**src/rtl/pkg_control.sv**
```systemverilog
// Shared definitions for the CU control scheduler: the state encoding and
// the default values of the top-level parameters.
package pkg_control;

  localparam int DEF_NUM_CUS         = 4;
  localparam int DEF_STAGGER_CYCLES  = 2;
  localparam int DEF_WATCHDOG_CYCLES = 1048576;

  typedef enum logic [2:0] {
    IDLE       = 3'd0,
    LAUNCH     = 3'd1,
    WAIT_SETUP = 3'd2,
    RUN        = 3'd3,
    DONE       = 3'd4,
    TIMEOUT    = 3'd5
  } cu_scheduler_state;

endpackage

```
**src/rtl/cu_control_watchdog.sv**
```systemverilog
// No-progress watchdog for the CU scheduler. Counts cycles while enabled,
// restarts on any progress, and flags expiry on the cycle whose edge would
// complete WATCHDOG_CYCLES cycles without progress.
module cu_control_watchdog
  import pkg_control::*;
#(
  parameter int WATCHDOG_CYCLES = DEF_WATCHDOG_CYCLES
) (
  input  logic clk_i,
  input  logic rst_ni,
  input  logic count_en_i,
  input  logic progress_i,
  output logic expired_o
);

  localparam int CW = $clog2(WATCHDOG_CYCLES + 1);
  localparam logic [CW-1:0] LIMIT = CW'(WATCHDOG_CYCLES - 1);

  logic [CW-1:0] count_q;
  logic [CW-1:0] count_d;

  // Next count: restart outside the watched states or on progress, else climb to the limit
  always_comb begin
    count_d = count_q;
    if (!count_en_i || progress_i) begin
      count_d = '0;
    end else if (count_q != LIMIT) begin
      count_d = count_q + CW'(1);
    end
  end

  // Count register
  always_ff @(posedge clk_i or negedge rst_ni) begin
    if (!rst_ni) begin
      count_q <= '0;
    end else begin
      count_q <= count_d;
    end
  end

  assign expired_o = count_en_i && !progress_i && (count_q == LIMIT);

endmodule

```
**src/rtl/cu_control_scheduler.sv**
```systemverilog
// CU control scheduler: launches the enabled compute units one after another
// with a fixed stagger, then gathers their setup and done indications into
// single setup/done signals for the kernel control chain.
// Optional no-progress watchdog is built when CU_SCHEDULER_WATCHDOG_EN is
// defined; otherwise TIMEOUT is unreachable and timeout_out stays low.
module cu_control_scheduler
  import pkg_control::*;
#(
  parameter int NUM_CUS         = DEF_NUM_CUS,
  parameter int STAGGER_CYCLES  = DEF_STAGGER_CYCLES,
  parameter int WATCHDOG_CYCLES = DEF_WATCHDOG_CYCLES
) (
  input  logic               ap_clk,
  input  logic               areset_n,
  input  logic               start_in,
  input  logic [NUM_CUS-1:0] cu_enable_mask,
  input  logic [NUM_CUS-1:0] cu_setup_done,
  input  logic [NUM_CUS-1:0] cu_done,
  output logic [NUM_CUS-1:0] cu_start,
  output logic               setup_out,
  output logic               done_out,
  output logic               busy,
  output logic               timeout_out
);

  // Stagger counter holds STAGGER_CYCLES-1 down to 0; zero means "start the next CU now".
  localparam int STW = (STAGGER_CYCLES > 1) ? $clog2(STAGGER_CYCLES) : 1;
  localparam logic [STW-1:0] STAGGER_RELOAD = STW'(STAGGER_CYCLES - 1);

  cu_scheduler_state  state_q;
  logic [NUM_CUS-1:0] mask_q;
  logic [NUM_CUS-1:0] cu_start_q;
  logic [NUM_CUS-1:0] setup_latch_q;
  logic [NUM_CUS-1:0] done_latch_q;
  logic [STW-1:0]     stagger_q;
  logic               setup_q;
  logic               done_q;
  logic               busy_q;
  logic               timeout_q;

  logic [NUM_CUS-1:0] pending;
  logic [NUM_CUS-1:0] next_onehot;
  logic               capture_en;
  logic               go_idle;
  logic               wd_expired;

  // Launch bookkeeping and the common "drop back to IDLE" condition
  always_comb begin
    pending     = mask_q & ~cu_start_q;
    next_onehot = pending & (~pending + NUM_CUS'(1));
    capture_en  = (state_q == LAUNCH) || (state_q == WAIT_SETUP) || (state_q == RUN);
    go_idle     = !start_in && (state_q != IDLE);
  end

`ifdef CU_SCHEDULER_WATCHDOG_EN
  logic count_en;
  logic progress;

  // Progress is any enabled CU reporting setup or done for the first time
  always_comb begin
    count_en = (state_q == WAIT_SETUP) || (state_q == RUN);
    progress = |(((cu_setup_done & ~setup_latch_q) | (cu_done & ~done_latch_q)) & mask_q);
  end

  cu_control_watchdog #(
    .WATCHDOG_CYCLES(WATCHDOG_CYCLES)
  ) u_watchdog (
    .clk_i      (ap_clk),
    .rst_ni     (areset_n),
    .count_en_i (count_en),
    .progress_i (progress),
    .expired_o  (wd_expired)
  );
`else
  assign wd_expired = 1'b0;
`endif

  // Sequencer: state, latches and all registered outputs advance together
  always_ff @(posedge ap_clk or negedge areset_n) begin
    if (!areset_n) begin
      state_q       <= IDLE;
      mask_q        <= '0;
      cu_start_q    <= '0;
      setup_latch_q <= '0;
      done_latch_q  <= '0;
      stagger_q     <= '0;
      setup_q       <= 1'b0;
      done_q        <= 1'b0;
      busy_q        <= 1'b0;
      timeout_q     <= 1'b0;
    end else if (go_idle) begin
      // Abort, or release from DONE/TIMEOUT: everything returns to its idle value.
      state_q       <= IDLE;
      mask_q        <= '0;
      cu_start_q    <= '0;
      setup_latch_q <= '0;
      done_latch_q  <= '0;
      stagger_q     <= '0;
      setup_q       <= 1'b0;
      done_q        <= 1'b0;
      busy_q        <= 1'b0;
      timeout_q     <= 1'b0;
    end else begin
      // Sticky capture; a done arriving before its setup is kept as well.
      if (capture_en) begin
        setup_latch_q <= setup_latch_q | (cu_setup_done & mask_q);
        done_latch_q  <= done_latch_q | (cu_done & mask_q);
      end
      case (state_q)
        IDLE: begin
          if (start_in) begin
            mask_q    <= cu_enable_mask;
            busy_q    <= 1'b1;
            stagger_q <= '0;
            if (|cu_enable_mask) begin
              state_q <= LAUNCH;
            end else begin
              state_q <= DONE;
              done_q  <= 1'b1;
            end
          end
        end
        LAUNCH: begin
          if (|pending) begin
            if (stagger_q == '0) begin
              cu_start_q <= cu_start_q | next_onehot;
              stagger_q  <= STAGGER_RELOAD;
            end else begin
              stagger_q <= stagger_q - STW'(1);
            end
          end else begin
            state_q <= WAIT_SETUP;
          end
        end
        WAIT_SETUP: begin
          if (setup_latch_q == mask_q) begin
            state_q <= RUN;
            setup_q <= 1'b1;
          end else if (wd_expired) begin
            state_q    <= TIMEOUT;
            cu_start_q <= '0;
            done_q     <= 1'b1;
            timeout_q  <= 1'b1;
          end
        end
        RUN: begin
          if (done_latch_q == mask_q) begin
            state_q    <= DONE;
            cu_start_q <= '0;
            done_q     <= 1'b1;
          end else if (wd_expired) begin
            state_q    <= TIMEOUT;
            cu_start_q <= '0;
            done_q     <= 1'b1;
            timeout_q  <= 1'b1;
          end
        end
        DONE, TIMEOUT: begin
          // Held until start_in drops.
        end
        default: begin
          state_q <= IDLE;
        end
      endcase
    end
  end

  assign cu_start    = cu_start_q;
  assign setup_out   = setup_q;
  assign done_out    = done_q;
  assign busy        = busy_q;
  assign timeout_out = timeout_q;

endmodule
```
**config.mk**
```make
export PLATFORM = sky130hd
export DESIGN_NAME = cu_control_scheduler
export DESIGN_NICKNAME = d
export VERILOG_FILES = /design/src/rtl/pkg_control.sv /design/src/rtl/cu_control_watchdog.sv /design/src/rtl/cu_control_scheduler.sv
export SDC_FILE = /design/constraint.sdc
export NUM_CORES = 1
export LEC_CHECK = 0
export ABC_AREA = 1
export BUFFER_PORTS_ARGS = -buffer_cell sky130_fd_sc_hd__buf_2
export CAP_MARGIN = 20
export CORE_MARGIN = 3
export CORE_UTILIZATION = 45
export CTS_BUF_LIST = sky130_fd_sc_hd__clkbuf_16
export CTS_CLUSTER_SIZE = 28
export DETAILED_ROUTE_END_ITERATION = 8
export GPL_TIMING_DRIVEN = 1
export PLACE_DENSITY = 0.69
export SETUP_SLACK_MARGIN = 0.15
export SLEW_MARGIN = 25
export SYNTH_ARGS = -nofsm -noshare
export SYNTH_HDL_FRONTEND = slang
export SYNTH_SLANG_ARGS = --single-unit
```
**constraint.sdc**
```tcl
create_clock -name ap_clk -period 4.35 [get_ports ap_clk]
set_clock_uncertainty 0.15 [all_clocks]
set_input_delay 0 -clock ap_clk [delete_from_list [all_inputs] [get_ports ap_clk]]
set_output_delay 0 -clock ap_clk [all_outputs]
set_load 0.05 [all_outputs]
```
# == After elaboration in Yosys (flattened, before gate mapping) ==
# Cells that the tools add are included.
# Widths: inputs -> output; s select.
# word_totals
ff_bits,23
word_cells,93
romBits,0
latch_bits,0
output_inout_bits,8
n_memories,0
inputBits,15
mem_bits_rw,0
# classes
n_reduce_logical,23
n_mux,35
mul,0
shift,0
n_lt_le_gt_ge,0
div_mod_pow,0
addsub,2
bitwise_logic,9
eq_ne,15
# op_table
cell,n
$mux 4,11
$mux 3,6
$and 4x4->4,4
$pmux 3 s5,1
$mux 1,14
$ne 3x3->1 const B,4
$or 4x4->4,3
$reduce_bool 3->1,4
$reduce_bool 2->1,5
$ne 3x2->1 const B,3
$eq 4x4->1,2
$not 4->4,2
$pmux 4 s2,1
$reduce_and 4->1,2
$reduce_or 4->1,2
$eq 3x2->1 const B,2
$eq 3x3->1 const B,2
$reduce_and 5->1,1
$add 4x1->4 const B,1
$pmux 1 s2,2
$reduce_and 2->1,2
$eq 3x1->1 const B,1
$logic_not 3->1,1
$reduce_and 3->1,1
6 further kinds,7

# == Longest topological paths before layout ==
# Gate-level depths: netlist (run 1).
# logic_depth
depth_word,10
mapped_depth,11
depth_no_buf,11

# == Worst setup path before layout (run 1) ==
# OpenSTA, ideal clock, no wires.
# synth_timing
kind,reg2reg
from,register state_q[1]
to,register stagger_q
synth_period_minus_slack_ps,1856
arrival_time_ps,1623
stages_incl_launch_ff,8
setup_time_ps,83
path_slack_ps,2494
t_required_ps,4117
path_buffers,0
path_cell_list,dfrtp_1 nor2_1 nand2_1 ha_1 inv_2 nand3_2 or2_2 o21ai_0
# synth_between
elab_chain_cells,4
elab_cells_between_ends,10
cone_classes,eq/ne: 3; mux: 2; reduce/logical: 5
# synth_lines
item,line_no,source
"start, declared",cu_control_scheduler.sv:30,cu_scheduler_state state_q;
"start signal, assigned",cu_control_scheduler.sv:81,state_q <= IDLE;
"start signal, assigned",cu_control_scheduler.sv:93,state_q <= IDLE;
"start signal, assigned",cu_control_scheduler.sv:116,state_q <= LAUNCH;
$reduce_bool 3->1,cu_control_scheduler.sv:52,go_idle = !start_in && (state_q != IDLE);
$logic_and 1x1->1,cu_control_scheduler.sv:52,
$ne 3x2->1 (no line) (tied with other cells),n/a,
$reduce_and 3->1 (no line),n/a,
"end signal, assigned",cu_control_scheduler.sv:129,stagger_q <= stagger_q - STW'(1);
"end, declared",cu_control_scheduler.sv:35,logic [STW-1:0] stagger_q;
# Several ways; a longest one is shown, not always the timed one.
# A chain may end at the register's enable or synchronous reset.

# == Worst setup path after layout (run 1) ==
# layout_timing
from,register state_q[1]
to,register setup_latch_q[1]
# layout_between
elab_chain_cells,4
elab_cells_between_ends,9
cone_classes,eq/ne: 3; mux: 1; reduce/logical: 5
# layout_lines
item,line_no,source
$eq 3x1->1 or $eq 3x2->1 (tied branches),cu_control_scheduler.sv:51,capture_en = (state_q == LAUNCH) || (state_q == WAIT_SETUP) || (state_q == RUN);
$logic_or 1x1->1 (2 in series),cu_control_scheduler.sv:51,
$reduce_bool 2->1 (no line),n/a,
"end signal, assigned",cu_control_scheduler.sv:106,setup_latch_q <= setup_latch_q | (cu_setup_done & mask_q);
"end, declared",cu_control_scheduler.sv:33,logic [NUM_CUS-1:0] setup_latch_q;
# Several ways; a longest one is shown, not always the timed one.

==> metrics.cfg, run 1 <==
[placement]
gp_congestion = 0.862
placed_area_sq_um = 1470
portBuffers = 21
hpwl_microns = 2370
dp_cells = 233

[critical_path]
cp_max_fo = 8
crit_chain = nor2_1, nand2_1, ha_1, inv_2, a21oi_1, a21oi_1
critPathMaxStageDelay_ns = 0.58
critical_path_class = reg -> reg
cpLargestDelayFamily = compound AO/OA/AOI/OAI gates
slowest_stage = a21oi_1
start_kind = flip-flop
crit_buf_inv = 1
cp_common_cell = a21oi_1
crit_arrival_ns = 2.09
cp_data_required_time_ns = 4.30
end_kind = flip-flop

[drt]
firstDrtPassIters = 4
via_per_inst = 5.24
drt.antenna.violating_nets = 0
initialDrtViolationCount = 73
routed_wl_microns = 3160
wire_per_inst_microns = 12.6
vias = 1311
drc = 0

[grt]
grt_pass1_vias = 1306
grt_max_degree = 24
antenna_found_initial = 0
grt_pass1_wl_microns = 5380
grt_usage = 0.196
grt-ovfl-total = 0

[clock_network]
clkSinkCount = 23
cts-hold-fix-buffers = 13
cts.htree.levels = 1
numCtsBuffers = 3
clockBufferDepth = 2
cts_tree = yes
cts-resized-gates = 0
cts_setup_buffers = 0
clk_pin_slew_worst_paths_ns = 0.06
ctsRootBufferMaster = clkbuf_16
clk_latency_ns = 0.25

[floorplanning]
start_util = 0.478
ioPinCount = 23
dieHeight_microns = 60.4
dieWidth_microns = 60.4
dieArea_sq_um = 3640
core_sq_um = 2780
rows = 19

[synthesis]
synthTopCellsByCount = nand2_1, dfrtp_1, nand3_1
synth_area_leaders = dfrtp_1, nand2_1, nand3_1
syn_inst = 182
synth_seq_area_share = 0.433
syn_nets = 200
synth_most_common_cell = nand2_1
synthFlopType = dfrtp_1
synth_edf_count = 0
synth_cell_types = 23
synth-seq-cells = 23
netlist_area_sq_um = 1330
synthArstFlopShare = 1.00
avgSynthCellArea_sq_um = 7.31
synth_top_area_frac = 0.433
ys_warn_count = 0
yosys.area.top_type = dfrtp_1

[sta]
rsz0062_at_grt = false
hold_violations = 0
fmax_mhz = 467
setup_tns_ns = 0
finalMaxSlewViolations = 0
period_share = 0.492
finalSetupViolations = 0
slew_headroom = 0.522
period_minus_slack_ns = 2.14
tightest_slew_ns = 0.716

[pwr]
leakage_nw = 0.886
powerDensity_nw_per_um2 = 811
ir_drop_uv = 541

[cells_and_area]
instances_no_fill = 250
drive_gt1_frac = 0.187
final_core_util = 0.602
nets = 238
fin_area_sq_um = 1680
diodes = 0
area_growth_pct = 26.0

[job]
maxCapViolCount = 0

[worst_hold_path]
hp-class = in -> async

[outcome]
status = complete, no violations

==> layer usage <==
layer / track usage / part of all wire / vias to the layer above
met2: 0.353 / 0.52 / 28
met5: 0 / 0 / -
li1: - / - / 664
met4: 0.0633 / 0.010 / 0
met1: 0.240 / 0.44 / 615
met3: 0.0298 / 0.032 / 4
==> power by group <==
group | internal (mW) | switching (mW) | total, mW
Sequential | 0.315 | 0.0889 | 0.404
Combinational | 0.245 | 0.515 | 0.760
Clock | 0.123 | 0.0723 | 0.195
==> through the flow <==
| step | setup slack (ns) | hold slack, ns | power (mW) |
|---|---|---|---|
| after CTS | 2.20 | 0.102 | 1.37 |
| after global placement | 2.36 | -0.152 | 1.13 |
| after global routing | 2.00 | 0.145 | 1.49 |
| after detailed placement | 2.21 | -0.146 | 1.16 |
| final | 2.21 | 0.104 | 1.36 |
| after floorplan | 2.49 | -0.446 | 0.978 |
==> state kept, by name, summed over array words and instances (netlist names) <==
register and count:
stagger_q 1, done_latch_q 4, done_out 1, cu_start 4, mask_q 4, setup_latch_q 4, state_q 3, busy 1
setup_out 1
==> area by class of cell <==
type / instances / area [sq um]
Clock buffer: 3 / 75.1
Inverter: 25 / 93.8
Multi-Input combinational cell: 133 / 653
Timing Repair Buffer: 34 / 235
Clock inverter: 1 / 3.75
Sequential cell: 23 / 576
Tap cell: 31 / 38.8
Fill cell: 261 / 1110
==> cell usage in the layout (no fill, tap or decap), drive strengths merged <==
| cell type | count |
|---|---|
| a21oi | 17 |
| a31o | 1 |
| buf | 21 |
| clkbuf | 3 |
| conb | 1 |
| dfrtp | 23 |
| dlygate4sd3 | 13 |
| ha | 3 |
| inv | 26 |
| nand2 | 55 |
| nand3 | 25 |
| nand4 | 1 |
| nor2 | 13 |
| o211ai | 2 |
| o21ai | 12 |
| o21bai | 1 |
| or2 | 2 |
==> worst paths after layout <==
check,startpoint,end,slack [ns],cells past startpoint
worst max-delay path,state_q[1]$_DFFE_PN0P_,setup_latch_q[1]$_DFFE_PN0P_,2.21,6
worst min-delay path,areset_n,cu_start[0]$_DFFE_PN0P_,0.10,2
worst max register to register,state_q[1]$_DFFE_PN0P_,setup_latch_q[1]$_DFFE_PN0P_,2.21,6
worst min register to register,done_out$_DFFE_PN0P_,done_out$_DFFE_PN0P_,0.35,2
max in group asynchronous,areset_n,setup_out$_DFFE_PN0P_,3.60,2
min in group ap_clk,start_in,busy$_DFFE_PN0P_,0.10,4
==> kinds of logic after synthesis <==
logic type	share of synthesized area
AND/OR/NAND/NOR	0.321
AO/OA/AOI/OAI	0.139
buffers and inverters	0.0762
flip-flops	0.433
adder cells (fa/ha/maj)	0.0282
other	0.00282
Power figures use the tool's default switching activity.
==> run 2, diff against run 1 <==
==> constraint.sdc (replaced) <==
create_clock -name ap_clk -period 2.1 [get_ports ap_clk]
set_clock_uncertainty 0.15 [all_clocks]
set_input_delay 0 -clock ap_clk [delete_from_list [all_inputs] [get_ports ap_clk]]
set_output_delay 0 -clock ap_clk [all_outputs]
set_load 0.05 [all_outputs]
==> run 2 against run 1 <==
Final area up 2.4%. Maximum frequency is 16% higher. Critical path depth up 4. Sequential cell count unchanged. Count of clock-buffer cells in the layout stayed put. Critical path type unchanged. Highest routed layer unchanged.
==> metrics.cfg, run 2 (synthesis results as in run 1) <==
[sta]
rsz0062_at_grt = false
finalSetupViolations = 0  ; unchanged
setup_tns_ns = 0  ; unchanged
tightest_slew_ns = 0.505  ; -0.212 ns
fmax_mhz = 542  ; +16%
hold_ws_ns = 0.0954  ; -0.00826 ns
finalMaxSlewViolations = 0  ; unchanged
hold_violations = 0  ; unchanged
period_share = 0.879  ; +0.388
slew_headroom = 0.664  ; +0.141
period_minus_slack_ns = 1.85  ; -0.293 ns

[floorplanning]
start_util = 0.478  ; unchanged
dieWidth_microns = 60.4  ; unchanged
core_sq_um = 2780  ; unchanged
dieHeight_microns = 60.4  ; unchanged
dieArea_sq_um = 3640  ; unchanged
ioPinCount = 23  ; unchanged
rows = 19  ; unchanged

[cells_and_area]
area_growth_pct = 29.0
layout_commonest_cell = nand2_1
diodes = 0  ; unchanged
drive_gt1_frac = 0.236  ; +0.0491
nets = 239  ; +0.42%
fin_area_sq_um = 1720  ; +2.4%
mostFrequentLayoutCells = nand2_1, nand3_1, dfrtp_1, buf_2, inv_1
fillCellCount = 260  ; -0.38%

[drt]
initialDrtViolationCount = 54  ; -26%
wire_per_inst_microns = 12.8  ; +1.5%
via_per_inst = 5.20  ; -0.78%
routed_wl_microns = 3220  ; +1.9%
drc = 0  ; unchanged
drt.antenna.violating_nets = 0  ; unchanged
vias = 1306  ; -0.38%
firstDrtPassIters = 5  ; +1

[critical_path]
start_kind = flip-flop
cp_common_cell = nand2_1
critPathMaxStageDelay_ns = 0.44  ; -0.14 ns
crit_buf_inv = 2  ; +1
critical_path_class = reg -> reg
crit_chain = nor2_2, nand2_2, ha_2, inv_4, nand3_2, inv_2, nand2_1, nand3_4, nand2_1, o21ai_1
cp_data_required_time_ns = 2.13  ; -2.17 ns
r2r_slack_ns = 0.25  ; -1.96 ns
slowest_stage = dfrtp_2
r2r_end = cu_start[1]$_DFFE_PN0P_
reg2reg_depth = 10  ; +4
cpLargestDelayFamily = simple AND/OR/NAND/NOR gates
end_kind = flip-flop
crit_arrival_ns = 1.88  ; -0.21 ns
cp_max_fo = 8  ; unchanged
reg2reg_from = state_q[1]$_DFFE_PN0P_

[clock_network]
clk_pin_slew_worst_paths_ns = 0.06  ; about the same
clockBufferDepth = 2  ; unchanged
cts.htree.levels = 1  ; unchanged
cts_tree = yes
numCtsBuffers = 3  ; unchanged
clk_latency_ns = 0.25  ; about the same
ctsRootBufferMaster = clkbuf_16
clkSinkCount = 23  ; unchanged
cts_setup_buffers = 0  ; unchanged

[pwr]
switchingPower_mw = 1.45  ; +110%
leakage_nw = 0.889  ; +0.33%
ir_drop_uv = 1160  ; +120%
clkPwrFrac = 0.140  ; -0.003
comb_power_share = 0.571  ; +0.012
swShare = 0.498  ; about the same
total_power_mw = 2.91  ; +110%
intPower_mw = 1.46  ; +110%
power_frac_seq = 0.289  ; -0.008
powerDensity_nw_per_um2 = 1700  ; +110%

[placement]
hpwl_microns = 2350  ; -0.75%
portBuffers = 21  ; unchanged
gp_congestion = 0.824  ; -4.5%
placed_area_sq_um = 1470  ; +0.51%

[outcome]
status = complete, no violations

[worst_hold_path]
hp-class = in -> async

[grt]
grt_pass1_vias = 1284  ; -1.7%
grt_pass1_wl_microns = 5430  ; +1.0%
grt-ovfl-total = 0  ; unchanged
antenna_found_initial = 0  ; unchanged
grt_max_degree = 24  ; unchanged
grt_usage = 0.202  ; +0.00524

[job]
maxCapViolCount = 0  ; unchanged

## run 2: cell count changes in the layout (fill, tap and decap cells not counted), sizes merged
| cell | before | now |
|---|---|---|
| buf | 21 | 22 |
## run 2: routing by layer
layer | vias to the layer above | wire, microns | global-route usage
met4 | 0 | 105 | 0.111
li1 | 663 | - | -
met2 | 41 | 1600 | 0.352
met5 | - | 0 | 0
met1 | 591 | 1360 | 0.236
met3 | 11 | 152 | 0.0319
## run 2: through the flow
| step | util | instances | setup slack, ns |
|---|---|---|---|
| global route | 0.617 | 251 | 0.148 |
| floorplan | - | 182 | 0.244 |
| global placement | 0.530 | 234 | 0.172 |
| finish | 0.617 | 251 | 0.254 |
| detailed placement | 0.530 | 234 | 0.0917 |
| CTS | 0.608 | 251 | 0.152 |
## run 2: cell type report
| class | instances | area (sq um) | share of cell area |
|---|---|---|---|
| multi-input combinational | 133 | 681 | 0.397 |
| sequential | 23 | 578 | 0.337 |
| timing repair buffer | 35 | 243 | 0.142 |
| inverter | 25 | 96.3 | 0.0562 |
| clock buffer | 3 | 75.1 | 0.0438 |
| tap | 31 | 38.8 | 0.0226 |
| clock inverter | 1 | 3.75 | 0.00219 |
## run 2: worst register-to-register path, delay by kind of cell, from the launching register on
family,cells,cell delay [ns]
compound gates,1,0.08
fa+ha+maj,1,0.22
buf+inv,2,0.20
flops,1,0.44
simple gates,6,0.68
## run 2: power by group through the flow
stage	logic [mW]	registers [mW]	clock network, mW
after floorplan	1.03	0.998	0
after global placement	1.51	0.828	0
after detailed placement	1.56	0.838	0
after CTS	1.61	0.837	0.414
after global routing	1.88	0.873	0.428
final	1.66	0.842	0.407
## run 2: worst max path at each step
stage / startpoint / to / slack, ns / cells past startpoint
after detailed placement: state_q[1]$_DFFE_PN0P_ / setup_latch_q[3]$_DFFE_PN0P_ / 0.09 / 7
after CTS: state_q[1]$_DFFE_PN0P_ / cu_start[1]$_DFFE_PN0P_ / 0.15 / 10
final: state_q[1]$_DFFE_PN0P_ / cu_start[1]$_DFFE_PN0P_ / 0.25 / 10
after floorplan: state_q[1]$_DFFE_PN0P_ / stagger_q$_DFFE_PN0P_ / 0.24 / 7
after global routing: state_q[1]$_DFFE_PN0P_ / cu_start[1]$_DFFE_PN0P_ / 0.15 / 10
after global placement: state_q[1]$_DFFE_PN0P_ / setup_latch_q[0]$_DFFE_PN0P_ / 0.17 / 7
## run 2: what timing repair did
action                     CTS  global route
hold buffers                13             0
hold endpoints to repair    35             0
setup endpoints to repair   16            17
pin swaps                    0             0
gates resized for setup      3             9
==> run 3, diff against run 2 <==
--- a/config.mk
+++ b/config.mk
@@ -15,6 +15,7 @@
 export DETAILED_ROUTE_END_ITERATION = 8
 export GPL_TIMING_DRIVEN = 1
 export PLACE_DENSITY = 0.69
+export REMOVE_ABC_BUFFERS = 1
 export SETUP_SLACK_MARGIN = 0.15
 export SLEW_MARGIN = 25
 export SYNTH_ARGS = -nofsm -noshare
==> run 3 against run 2 <==
Via count is 1.8% higher. Final area grew 0.29%. Critical path type unchanged. Worst setup slack better by 0.041 ns. First-iteration DRC count grew 39%. Combinational power about the same. Critical path depth grew 1. Maximum frequency grew 2.3%. Sequential share of layout area decreased by 0.098 points. Sequential power grew 0.7%. Power is essentially flat. Die area is the same. Wire length is 2.5% higher.
==> metrics.cfg, run 3 (synthesis results as in run 1) <==
[sta]
slew_headroom = 0.648  ; -0.0157
setup_tns_ns = 0  ; unchanged
fmax_mhz = 554  ; +2.3%
hold_violations = 0  ; unchanged
period_minus_slack_ns = 1.81  ; -0.0411 ns
tightest_slew_ns = 0.528  ; +0.0236 ns
finalSetupViolations = 0  ; unchanged
finalMaxSlewViolations = 0  ; unchanged
period_share = 0.860  ; -0.0196
rsz0062_at_grt = false

[critical_path]
r2r_slack_ns = 0.29  ; +0.04 ns
cp_max_fo = 7  ; -1
cp_common_cell = nand2_2
end_kind = flip-flop
reg2reg_depth = 11  ; +1
cp_data_required_time_ns = 2.14  ; about the same
crit_chain = nor2_4, nand2_2, ha_2, buf_4, nor2_2, nand2_2, nand2_2, nor2_4, nand2_2, nand2_1, nand2_1
start_kind = flip-flop
r2r_end = state_q[0]$_DFFE_PN0P_
reg2reg_from = state_q[1]$_DFFE_PN0P_
critical_path_class = reg -> reg
crit_arrival_ns = 1.85  ; -0.03 ns
slowest_stage = dfrtp_2
critPathMaxStageDelay_ns = 0.45  ; about the same

[cells_and_area]
fillCellCount = 262  ; +0.77%
nets = 239  ; unchanged
final_core_util = 0.619  ; +0.00180
area_growth_pct = 29.4
fin_area_sq_um = 1720  ; +0.29%
layout_commonest_cell = nand2_1
mostFrequentLayoutCells = nand2_1, nand3_1, inv_1, dfrtp_1, buf_2
diodes = 0  ; unchanged
drive_gt1_frac = 0.232  ; -0.00455

[floorplanning]
dieWidth_microns = 60.4  ; unchanged
dieArea_sq_um = 3640  ; unchanged
start_util = 0.478  ; unchanged
ioPinCount = 23  ; unchanged
rows = 19  ; unchanged
dieHeight_microns = 60.4  ; unchanged
core_sq_um = 2780  ; unchanged

[clock_network]
numCtsBuffers = 3  ; unchanged
clkSinkCount = 23  ; unchanged
clockBufferDepth = 2  ; unchanged
clk_latency_ns = 0.25  ; about the same
ctsRootBufferMaster = clkbuf_16
cts.htree.levels = 1  ; unchanged
cts_tree = yes
clk_pin_slew_worst_paths_ns = 0.06  ; about the same

[grt]
antenna_found_initial = 0  ; unchanged
grt_pass1_vias = 1269  ; -1.2%
grt-ovfl-total = 0  ; unchanged
grt_max_degree = 24  ; unchanged
grt_pass1_wl_microns = 5410  ; -0.39%
grt_usage = 0.200  ; -0.00205

[drt]
route.met2.wl_microns = 1710  ; +6.4%
initialDrtViolationCount = 75  ; +39%
drc = 0  ; unchanged
drt-met1-wl_microns = 1420  ; +5.0%
firstDrtPassIters = 4  ; -1
highest_layer = met4
vias = 1329  ; +1.8%
via_per_inst = 5.29  ; +1.8%
routed_wl_microns = 3300  ; +2.5%
wire_per_inst_microns = 13.1  ; +2.5%
wl_met3_microns = 108  ; -29%
drt.antenna.violating_nets = 0  ; unchanged

[pwr]
total_power_mw = 2.91  ; about the same
leakage_nw = 0.891  ; +0.24%
powerDensity_nw_per_um2 = 1690  ; -0.29%
ir_drop_uv = 962  ; -17%

[placement]
gp_congestion = 0.823  ; -0.11%
portBuffers = 21  ; unchanged
placed_area_sq_um = 1470  ; unchanged
hpwl_microns = 2350  ; -0.20%

[outcome]
status = complete, no violations

[worst_hold_path]
hp-class = in -> async

[job]
maxCapViolCount = 0  ; unchanged

-- run 3: cell count changes in the layout (fill, tap and decap cells not counted) --
cell,change
inv_2,-1
nor2_4,+1
nor2_2,-1
inv_1,+1
-- run 3: worst max path at each step --
stage | startpoint | endpoint | slack [ns]
after floorplan | state_q[1]$_DFFE_PN0P_ | stagger_q$_DFFE_PN0P_ | 0.24
after global placement | state_q[1]$_DFFE_PN0P_ | setup_latch_q[0]$_DFFE_PN0P_ | 0.17
after detailed placement | state_q[1]$_DFFE_PN0P_ | setup_latch_q[1]$_DFFE_PN0P_ | 0.09
after CTS | state_q[1]$_DFFE_PN0P_ | state_q[0]$_DFFE_PN0P_ | 0.20
after global routing | state_q[1]$_DFFE_PN0P_ | state_q[2]$_DFFE_PN0P_ | 0.16
final | state_q[1]$_DFFE_PN0P_ | state_q[0]$_DFFE_PN0P_ | 0.29
-- run 3: worst max-delay path: cells and delay by family, from the launching register on --
family	cells	cell delay (ns)
adders and majority gates	1	0.20
buffers and inverters	1	0.16
DFF	1	0.45
and+or+nand+nor	9	0.78
-- run 3: area by class of cell --
cell class | count | area (sq um) | share of cell area
flip-flops and latches | 23 | 578 | 0.336
clock buffers | 3 | 75.1 | 0.0436
inverters | 25 | 96.3 | 0.0560
clock inverters | 1 | 3.75 | 0.00218
well taps | 31 | 38.8 | 0.0225
multi-input cells | 133 | 686 | 0.399
repair buffers | 35 | 243 | 0.141
-- run 3: metrics by stage --
step | instances | hold WS, ns | setup WS, ns
2_1_floorplan | 181 | -0.446 | 0.244
3_5_place_dp | 234 | -0.133 | 0.0902
5_1_grt | 251 | 0.149 | 0.163
3_3_place_gp | 234 | -0.147 | 0.173
4_1_cts | 251 | 0.126 | 0.198
6_report | 251 | 0.109 | 0.295
-- run 3: power by group --
part / switching (mW) / internal, mW / total, mW / leakage, nW
sequential: 0.192 / 0.655 / 0.848 / 0.287
combinational: 1.10 / 0.555 / 1.66 / 0.562
clock: 0.149 / 0.254 / 0.403 / 0.0423
-- run 3: repair_timing --
action	4_1_cts	5_1_grt
hold buffers	13	0
gates resized for setup	4	8
pin swaps	0	0
endpoints found under the setup margin	9	9
endpoints found under the hold margin	35	0
buffers inserted	0	0
-- run 3: routing by layer --
metal / global-route usage / up-vias
met4: 0.0665 / 0
li1: - / 663
met1: 0.236 / 628
met2: 0.367 / 30
met5: 0 / -
met3: 0.0298 / 8
